<file path="src/rtl/uart_time_cmd_decoder.sv">
// Decodes "THH:MM:SS<CR>" frames arriving one byte per rx_done into a range-checked BCD time.
// Define CMD_ACK_EN to add a 'K'/'E' acknowledge byte channel with a valid/ready handshake.
module uart_time_cmd_decoder #(
  parameter int TIMEOUT_CYC = 1000000
) (
  input  logic        clk,
  input  logic        rst,
  input  logic [7:0]  rx_data,
  input  logic        rx_done,
  output logic [23:0] time_bcd,
  output logic        load,
  output logic        err,
  output logic        busy,
  output logic [7:0]  err_cnt
`ifdef CMD_ACK_EN
  ,
  output logic [7:0]  ack_data,
  output logic        ack_valid,
  input  logic        ack_ready
`endif
);

  localparam int TW = (TIMEOUT_CYC > 1) ? $clog2(TIMEOUT_CYC) : 1;
  localparam logic [TW-1:0] TMO_LAST = TW'(TIMEOUT_CYC - 1);
  localparam logic [7:0] CH_T   = 8'h54;
  localparam logic [7:0] CH_COL = 8'h3A;
  localparam logic [7:0] CH_CR  = 8'h0D;

  // States are declared in frame order so an accepted byte simply steps to the next one.
  typedef enum logic [3:0] {
    S_IDLE, S_H1, S_H0, S_C1, S_M1, S_M0, S_C2, S_S1, S_S0, S_END
  } state_t;

  state_t        r_state;
  logic [3:0]    r_h1, r_h0, r_m1, r_m0, r_s1, r_s0;
  logic [TW-1:0] r_tmo;
  logic [23:0]   r_time;
  logic          r_load;
  logic          r_err;
  logic          r_busy;
  logic [7:0]    r_err_cnt;

  logic       w_is_digit;
  logic [3:0] w_digit;
  logic       w_range_ok;
  logic       w_accept;
  logic       w_timeout;
  logic       w_take_load;
  logic       w_take_err;
  logic       w_resync;

  assign w_is_digit = (rx_data >= 8'h30) && (rx_data <= 8'h39);
  assign w_digit    = 4'(rx_data - 8'h30);
  assign w_resync   = (rx_data == CH_T);
  assign w_range_ok = ((r_h1 < 4'd2) || ((r_h1 == 4'd2) && (r_h0 <= 4'd3))) &&
                      (r_m1 <= 4'd5) && (r_s1 <= 4'd5);

  always_comb begin
    w_accept = 1'b0;
    case (r_state)
      S_H1, S_H0, S_M1, S_M0, S_S1, S_S0: w_accept = w_is_digit;
      S_C1, S_C2:                         w_accept = (rx_data == CH_COL);
      S_END:                              w_accept = (rx_data == CH_CR) && w_range_ok;
      default:                            w_accept = 1'b0;
    endcase
  end

  // A byte arriving on the terminal idle cycle wins over the timeout.
  assign w_timeout   = (r_state != S_IDLE) && !rx_done && (r_tmo == TMO_LAST);
  assign w_take_load = rx_done && (r_state == S_END) && w_accept;
  assign w_take_err  = (rx_done && (r_state != S_IDLE) && !w_accept) || w_timeout;

  always_ff @(posedge clk or posedge rst) begin
    if (rst) begin
      r_state   <= S_IDLE;
      r_time    <= 24'h000000;
      r_load    <= 1'b0;
      r_err     <= 1'b0;
      r_busy    <= 1'b0;
      r_err_cnt <= 8'd0;
      r_tmo     <= '0;
    end else begin
      r_load <= w_take_load;
      r_err  <= w_take_err;
      if (w_take_err && (r_err_cnt != 8'hFF)) r_err_cnt <= r_err_cnt + 8'd1;
      if ((r_state == S_IDLE) || rx_done || w_timeout) r_tmo <= '0;
      else                                             r_tmo <= r_tmo + 1'b1;
      if (w_take_load) r_time <= {r_h1, r_h0, r_m1, r_m0, r_s1, r_s0};

      if (w_timeout) begin
        r_state <= S_IDLE;
        r_busy  <= 1'b0;
      end else if (rx_done) begin
        if (r_state == S_IDLE) begin
          if (w_resync) begin
            r_state <= S_H1;
            r_busy  <= 1'b1;
          end
        end else if (!w_accept) begin
          r_state <= w_resync ? S_H1 : S_IDLE;
          r_busy  <= w_resync;
        end else if (r_state == S_END) begin
          r_state <= S_IDLE;
          r_busy  <= 1'b0;
        end else begin
          r_state <= state_t'(r_state + 4'd1);
        end
      end
    end
  end

  // Digit holding registers need no reset: every digit is rewritten before END can accept CR.
  always_ff @(posedge clk) begin
    if (rx_done && w_accept) begin
      case (r_state)
        S_H1:    r_h1 <= w_digit;
        S_H0:    r_h0 <= w_digit;
        S_M1:    r_m1 <= w_digit;
        S_M0:    r_m0 <= w_digit;
        S_S1:    r_s1 <= w_digit;
        S_S0:    r_s0 <= w_digit;
        default: ;
      endcase
    end
  end

  assign time_bcd = r_time;
  assign load     = r_load;
  assign err      = r_err;
  assign busy     = r_busy;
  assign err_cnt  = r_err_cnt;

`ifdef CMD_ACK_EN
  logic [7:0] r_ack_data;
  logic       r_ack_valid;

  // A new event overwrites a pending acknowledge rather than queueing behind it.
  always_ff @(posedge clk or posedge rst) begin
    if (rst) begin
      r_ack_valid <= 1'b0;
      r_ack_data  <= 8'h00;
    end else if (w_take_load) begin
      r_ack_valid <= 1'b1;
      r_ack_data  <= 8'h4B;
    end else if (w_take_err) begin
      r_ack_valid <= 1'b1;
      r_ack_data  <= 8'h45;
    end else if (r_ack_valid && ack_ready) begin
      r_ack_valid <= 1'b0;
    end
  end

  assign ack_data  = r_ack_data;
  assign ack_valid = r_ack_valid;
`endif

endmodule

</file>
<file path="config.mk">
export PLATFORM = sky130hd
export DESIGN_NAME = uart_time_cmd_decoder
export DESIGN_NICKNAME = d
export VERILOG_FILES = /design/src/rtl/uart_time_cmd_decoder.sv
export SDC_FILE = /design/constraint.sdc
export NUM_CORES = 1
export LEC_CHECK = 0
export BUFFER_PORTS_ARGS = -buffer_cell sky130_fd_sc_hd__buf_2
export CAP_MARGIN = 10
export CORE_ASPECT_RATIO = 1.4
export CORE_MARGIN = 5
export CORE_UTILIZATION = 45
export DETAILED_ROUTE_END_ITERATION = 6
export HOLD_SLACK_MARGIN = 0.1
export SETUP_SLACK_MARGIN = 0.3
export SYNTH_ARGS = -nofsm -noshare
export SYNTH_HDL_FRONTEND = slang
export SYNTH_SLANG_ARGS = --single-unit
</file>
<file path="constraint.sdc">
create_clock -name clk -period 6.3 [get_ports clk]
set_input_delay 0.315 -clock clk [delete_from_list [all_inputs] [get_ports clk]]
set_output_delay 0.315 -clock clk [all_outputs]
set_load 0.02 [all_outputs]
</file>
Yosys cells after proc, flatten, opt, wreduce, memory -nomap -nowiden:

Cells that the tools add are included.

* $add $sub $neg: 4
* $lt $le $gt $ge: 6
* equality and inequality tests: 17
* mux-type cells: 15
* reductions and logical operators: 32

Operators with widths (number)
* 4-bit 2-to-1 mux: 6
* 20-bit by 1-bit adder with 20-bit output (second input constant): 1
* 20-bit == test (second input constant): 1
* 20-bit 2-to-1 mux: 1
* 4-bit by 3-bit == test with 1-bit output (second input constant): 4
* 2-bit AND reduction: 7
* 1-bit logical AND: 13
* 4-bit by 2-bit == test with 1-bit output (second input constant): 3
* 8-bit by 1-bit adder with 8-bit output (second input constant): 1
* 4-bit == test (second input constant): 2
* 8-bit by 4-bit == test with 1-bit output (second input constant): 1
* 8-bit by 6-bit == test with 1-bit output (second input constant): 1
* 8-bit by 7-bit == test with 1-bit output (second input constant): 1
* 8-bit by 6-bit >= comparator with 1-bit output (second input constant): 1
* 4-bit by 3-bit less-or-equal comparator with 1-bit output (second input constant): 2
* 8-bit by 6-bit less-or-equal comparator with 1-bit output (second input constant): 1
* 8-bit != test (second input constant): 1
* 1-bit 2-to-1 mux: 7
* 6-bit OR reduction: 1
* 4-bit by 1-bit adder with 4-bit output (second input constant): 1
* 4-bit by 1-bit == test with 1-bit output (second input constant): 1
* 4-bit by 2-bit less-or-equal comparator with 1-bit output (second input constant): 1
* 4-bit zero test: 1
* 1-bit logical OR: 4
* other kinds (10): 11

* flip-flop bits (word level): 83
* input port bits: 11
* output and inout port bits: 35

Logic depth before layout (Yosys ltp):

Gate-level depths: netlist of the first run.

* depth after elaboration: 11
* depth in mapped cells: 8

Least setup slack after synthesis of the first run:

No wires, ideal clock.

* kind: register to register
* from: reg r_state[0]
* to: reg r_h1[0], enable pin
* arrival time: 2414 ps
* data required time: 5923 ps
* slack: 3509 ps
* stages on the path, launching flop included: 8
* buffers on the path: 2
* period minus slack after synthesis: 2791 ps
* cells stage by stage: dfrtp_1 buf_6 or4b_4 a21boi_1 a221o_1 a21bo_2 buf_2 nor4_1

* word-level cells in the longest chain between the ends: 5

Ends and longest elaborated chain
* start: declaration: line 34 `state_t r_state;`
* start signal: assignment: line 100 `r_state <= w_resync ? S_H1 : S_IDLE;`
* start signal: assignment: line 106 `r_state <= state_t'(r_state + 4'd1);`
* 4-bit == test, or another cell as far along: line 60 `case (r_state)`
* 6-bit OR reduction / 2-bit OR reduction (equally long branches): line 60
* 1-bit one-hot mux with 3 select lines: line 60
* 1-bit logical AND: line 114 `if (rx_done && w_accept) begin`
* 2-bit AND reduction (no source line) (*)
* end signal: assignment: line 116 `S_H1: r_h1 <= w_digit;`
* end: declaration: line 35 `logic [3:0] r_h1, r_h0, r_m1, r_m0, r_s1, r_s0;`

Mark *: on every way between the ends. The rest lies on a longest branch, timed or not.
A chain may end at the register's enable or synchronous reset.

Final worst setup path of the first run:

* from: reg r_state[0]
* to: reg r_h1[3], enable pin

The elaborated chain is that of the path after synthesis.

==> metrics.cfg, run 1 <==
[clock_tree]
cts_tree = done
clockBufferDepth = 2
post_cts_buffers = 0
cts-htree-levels = 3
cts_root_buf = clkbuf_8
cts_resized = 0
numCtsBuffers = 9
holdBufCountCts = 0
cts_sinks = 83
clk_latency_ns = 0.36
clkTransAtPathRegs_ns = 0.09

[die]
floorplan.initialDensity_pct = 46.35
fp.dieW_um = 85.97
num_rows = 38
design.core.area_um2 = 7845
die_area_um2 = 10000
die_y_um = 116.4
pin_count = 46

[setup_path]
cp_max_fo = 17
crit_path_start_kind = flip-flop
critPathKind = reg2reg
cp_slowest_cell = nor4_1
slowest_delay_ns = 0.66
endpoint_kind = flip-flop
crit_chain = or4b_4 > a21boi_1 > a221o_1 > a21bo_2 > nor4_1
cp.arrival_ns = 3.01
critPathBufInv = 0
required_ns = 6.29
cp_top_family = simple AND/OR/NAND/NOR gates

[timing]
tightestPinTransition_ns = 0.7860
timing.fmax_mhz = 331.3
skew_ns = 0.01092
slew_headroom_pct = 47.12
worst_slack_ns = 3.282
finalSetupViolCount = 0
rsz0062_at_grt = no
drv_slew = 0
final-hold-violation-count = 0
post-route-min-period_ns = 3.018
tns_ns = 0
min_period_over_period_pct = 47.91
holdWs_ns = 0.1629

[power]
switching_share_pct = 26.52
leakage_nw = 1.854
vdd.ir_drop.worst_uv = 173.0
clkPwrFrac_pct = 34.1
comb_power_share_pct = 8.0
p_int_w = 0.0007386
p_seq_share_pct = 57.9
p_sw_w = 0.0002665
power_density_nw_per_um2 = 244.5
total_power_w = 0.001005

[drt]
avgViaCountPerCell = 5.290
drt-pass1-iter-count = 4
route.detailed.drc = 0
ant_nets = 0
wl_um = 6906
drtIter0Drc = 123
vias = 2333
post_drt_wl_per_cell_um = 15.66

[layout]
antenna_cells = 0
fin_nets = 349
multi_input_area_um2 = 1360
area_growth_syn_to_layout_pct = 13.04
design_area_um2 = 4110
fillCellCount = 708
drive_gt1_share_pct = 26.98
register_area_um2 = 2197

[hold_path]
hold_path.class = in2async

[logic_synthesis]
yosys_warnings = 0
ys_ff_latch = 83
netlist_area_um2 = 3636
synth_common_cells = 59 x dfrtp_1, 24 x edfxtp_1, 22 x nor2_1
synth.avg_cell_area_um2 = 12.62
synth_cells = 288
syn_nets = 301
ys.flop_type = dfrtp_1
synth.most_common_cell = dfrtp_1
synthArstFlopShare_pct = 71.08
synth_cell_type_count = 51
synth_edf_count = 24
ys_seq_area_share_pct = 60.43
yosys-top-cells-area = dfrtp_1 41%, edfxtp_1 20%, mux2_4 6.2%, xnor2_1 2.9%, nor2_1 2.3%
synth_top_area_share_pct = 40.61
yosys.area.top_type = dfrtp_1

[placed_design]
io_buffers = 45
place_ws_ns = 3.280
gp_congestion = 0.8572
dpl_cell_area_um2 = 3934
place.detailed.hpwl_um = 4792

[outcome]
status = completed

[global_routing]
grt_first_pass_wirelength_um = 11810
grt_pass1_vias = 2479
grt_usage_pct = 15.25
antenna_found_initial = 0
grt_start_max_net_pins = 60
grt_remaining_overflow = 0

[run]
cap_violations = 0

==> state kept, by name, summed over array words and instances (netlist names) <==
signal,flops
load,1
r_s1,4
err_cnt,8
time_bcd,24
r_h0,4
r_s0,4
r_h1,4
r_m1,4
busy,1
err,1
r_m0,4
r_state,4
r_tmo,20
==> final timing paths <==
path                             from  cells past startpoint  slack, ns           end
max                        r_state[0]                      5       3.28       r_h1[3]
min                               rst                      3       0.16  time_bcd[21]
max reg2reg                r_state[0]                      5       3.28       r_h1[3]
min reg2reg                   r_m1[0]                      1       0.48  time_bcd[12]
max in group asynchronous         rst                      3       5.63    r_state[0]
min in group clk           rx_data[1]                      1       0.28       r_h0[1]
==> power groups by stage <==
stage	Clock [W]	Sequential, W	Combinational (W)
floorplan	0	0.000598	0.0000492
global placement	0	0.000593	0.0000797
detailed placement	0	0.000593	0.0000818
CTS	0.000355	0.000582	0.0000822
global route	0.000382	0.000586	0.0000914
finish	0.000343	0.000582	0.0000802
==> area by class of cell <==
type	instances	share of cell area, %
Sequential cell	83	53.46
Timing Repair Buffer	46	5.662
Clock buffer	9	3.014
Tap cell	100	3.044
Inverter	5	0.4566
Multi-Input combinational cell	191	33.09
Clock inverter	7	1.279
==> worst min-delay path: cells and delay by family <==
| kind | cells | cell delay, ns |
|---|---|---|
| buffers and inverters | 3 | 0.71 |
==> per-layer routing <==
metal / track usage [%] / up-vias / part of all wire (%)
li1: - / 1143 / -
met4: 6.336 / 0 / 1.4
met3: 4.093 / 12 / 4.1
met5: 0 / - / 0
met2: 25.32 / 39 / 50
met1: 18.77 / 1139 / 44
==> per-stage QoR <==
stage | std cells | utilization (%)
after floorplan | 288 | -
after global placement | 425 | 50.14
after detailed placement | 425 | 50.14
after CTS | 441 | 52.39
after global routing | 441 | 52.39
final | 441 | 52.39
==> cells by family after synthesis <==
| logic type | after synthesis | share of synthesized area, % |
|---|---|---|
| AOI/OAI and AO/OA | 29 | 5.162 |
| DFF | 83 | 60.43 |
| xor gates and xnor gates | 21 | 5.059 |
| buffers and inverters | 14 | 2.168 |
| and+or+nand+nor | 118 | 18.45 |
| adders and majority gates | 2 | 0.6881 |
| muxes | 21 | 8.052 |
==> cell usage in the layout (no fill, tap or decap), types with 7 or more instances in the layout <==
| master | n |
|---|---|
| nand2_1 | 21 |
| nor2_1 | 22 |
| nand3_1 | 11 |
| clkbuf_8 | 9 |
| and3_1 | 11 |
| edfxtp_1 | 24 |
| xnor2_1 | 12 |
| xor2_1 | 9 |
| buf_2 | 45 |
| nand4_1 | 11 |
| a21oi_1 | 7 |
| o21ai_0 | 7 |
| mux2_4 | 15 |
| dfrtp_1 | 59 |
No activity file was read; power rests on OpenSTA's default activity.
==> inputs of run 2 (changes only) <==
- ABC_AREA: default -> 1
- PLACE_DENSITY: default -> 0.67
- clock period: 6.3 -> 2.7 ns (I/O delays scaled with it)
==> run 2 against run 1 <==
- worst hold slack lost 0.044 ns
- critical path depth increased by 5
- area after synthesis is 6.4% higher
- cell area rose by 9.8%
- sequential power up 150%
- sequential share of layout area is 4.8 points lower
- first-iteration DRC count is 44% higher
- largest cell class unchanged
- utilization rose by 0.65 points
- global-route usage up 1.3 points
- wire length up 15%
==> metrics.cfg, run 2 <==
[setup_path]
critPathKind = reg2reg
slowest_delay_ns = 0.43
crit_chain = inv_1 > nand2_1 > o21bai_1 > nand2_1 > nand2_1 > nand3_2 > nand2_4 > inv_1 > nand3_1 > nor2_1
cp_max_fo = 14
required_ns = 2.71
endpoint_kind = flip-flop
cp_slowest_cell = dfrtp_1
cp.arrival_ns = 2.17
critPathMostFrequentCell = nand2_1
crit_path_start_kind = flip-flop

[logic_synthesis]
synth.avg_cell_area_um2 = 8.736
ys_ff_latch = 83
yosys.area.top_type = dfrtp_1
yosys_warnings = 0
synth.most_common_cell = nand2_1
netlist_area_um2 = 3870
synth_edf_count = 24
ys.flop_type = dfrtp_1
synthArstFlopShare_pct = 71.08
synth_cells = 443
synth_cell_type_count = 33
synth_top_area_share_pct = 38.15
syn_nets = 456
ys_seq_area_share_pct = 56.77
synth_common_cells = 143 x nand2_1, 59 x dfrtp_1, 59 x nor2_1
yosys-top-cells-area = dfrtp_1 38%, edfxtp_1 19%, nand2_1 14%, nor2_1 5.7%, inv_1 4.8%

[clock_tree]
numCtsBuffers = 9
clk_latency_ns = 0.34
clockBufferDepth = 2
cts-htree-levels = 3
cts_tree = done
cts_resized = 0
cts_root_buf = clkbuf_16
clkTransAtPathRegs_ns = 0.06
cts_sinks = 83

[drt]
route.detailed.drc = 0
ant_nets = 0
wl_um = 7934
drt-pass1-iter-count = 4
avgViaCountPerCell = 4.922
post_drt_wl_per_cell_um = 13.09
vias = 2983
drtIter0Drc = 177

[timing]
min_period_over_period_pct = 79.97
drv_slew = 0
final-hold-violation-count = 0
slew_headroom_pct = 50.41
tightestPinTransition_ns = 0.7438
holdWs_ns = 0.1185
post-route-min-period_ns = 2.159
rsz0062_at_grt = no
timing.fmax_mhz = 463.2
skew_ns = 0.007087
tns_ns = 0
finalSetupViolCount = 0

[power]
vdd.ir_drop.worst_uv = 399.6
leakage_nw = 2.254
total_power_w = 0.003239
power_density_nw_per_um2 = 717.6

[layout]
final_cells = 606
antenna_cells = 0
register_area_um2 = 2197
final_cell_mix = 143 x nand2_1, 59 x nor2_1, 59 x dfrtp_1, 48 x inv_1, 45 x buf_2
design_area_um2 = 4513
multi_input_area_um2 = 1425
fillCellCount = 779
drive_gt1_share_pct = 15.77
largest_reg_flops = 24
area_growth_syn_to_layout_pct = 16.62
fin_nets = 509
final_common_cell = nand2_1

[die]
die_y_um = 119.7
pin_count = 46
design.core.area_um2 = 8508
floorplan.initialDensity_pct = 45.49
die_area_um2 = 10580
fp.dieW_um = 88.38
num_rows = 40

[global_routing]
grt_first_pass_wirelength_um = 13610
grt_pass1_vias = 2923
grt_remaining_overflow = 0
grt_usage_pct = 16.57
antenna_found_initial = 0
grt_start_max_net_pins = 60

[placed_design]
dp.cells = 589
place.detailed.hpwl_um = 5742
dpl_cell_area_um2 = 4193
io_buffers = 45
gp_congestion = 0.9129

[outcome]
status = completed

[hold_path]
hold_path.class = in2reg

[run]
cap_violations = 0

run 2: layout make-up:
class	instances	share of cell area (%)
clock inverter	6	1.580
inverter	53	4.408
clock buffer	10	5.295
timing repair buffer	48	5.545
multi-input combinational	301	31.58
tap	105	2.911
sequential	83	48.68
run 2: through the flow:
| stage | worst slack, ns | util [%] |
|---|---|---|
| 2_1_floorplan | 0.7751 | - |
| 3_3_place_gp | 0.6421 | 49.28 |
| 3_5_place_dp | 0.5287 | 49.28 |
| 4_1_cts | 0.5234 | 53.04 |
| 5_1_grt | 0.3845 | 53.04 |
| 6_report | 0.5409 | 53.04 |
run 2: cells by family (layout without fill, tap and decap cells):
group / after synthesis / after routing / share of synthesized area, %
xor gates and xnor gates: 11 / 11 / 2.489
and+or+nand+nor: 266 / 266 / 30.52
buffers and inverters: 59 / 117 / 6.401
adders and majority gates: 2 / 2 / 0.6465
AOI/OAI and AO/OA: 22 / 22 / 3.168
DFF: 83 / 83 / 56.77
run 2: worst paths after layout:
check                      slack (ns)      endpoint  cells past startpoint  startpoint
max                              0.54       r_m1[2]                     10  r_state[3]
max in group asynchronous        1.66    r_state[0]                      4         rst
min                              0.12          busy                      4  rx_data[7]
max reg2reg                      0.54       r_m1[2]                     10  r_state[3]
min reg2reg                      0.44  time_bcd[10]                      2     r_m0[2]
min in group asynchronous        0.57  time_bcd[15]                      4         rst
run 2: critical path: cells and delay by family, from the launching register on:
kind            cells  cell delay [ns]
flops               1             0.43
buf+inv             2             0.26
simple gates        7             0.96
compound gates      1             0.17
run 2: power breakdown:
part	internal (W)	switching [W]
registers	0.00136	0.0000781
clock network	0.000749	0.000499
logic	0.000174	0.000375
run 2: routing by layer:
metal  wire (um)  share of wire, %  global-route usage (%)  up-vias
met2        4023                51                   27.81       54
met5           0                 0                       0        -
met3         358               4.5                   4.327       19
met4         199               2.5                   7.372        0
li1            -                 -                       -     1519
met1        3353                42                   19.54     1391
run 2: what timing repair did:
item	CTS	global route
hold buffers	1	0
hold endpoints to repair	59	0
buffers inserted	0	0
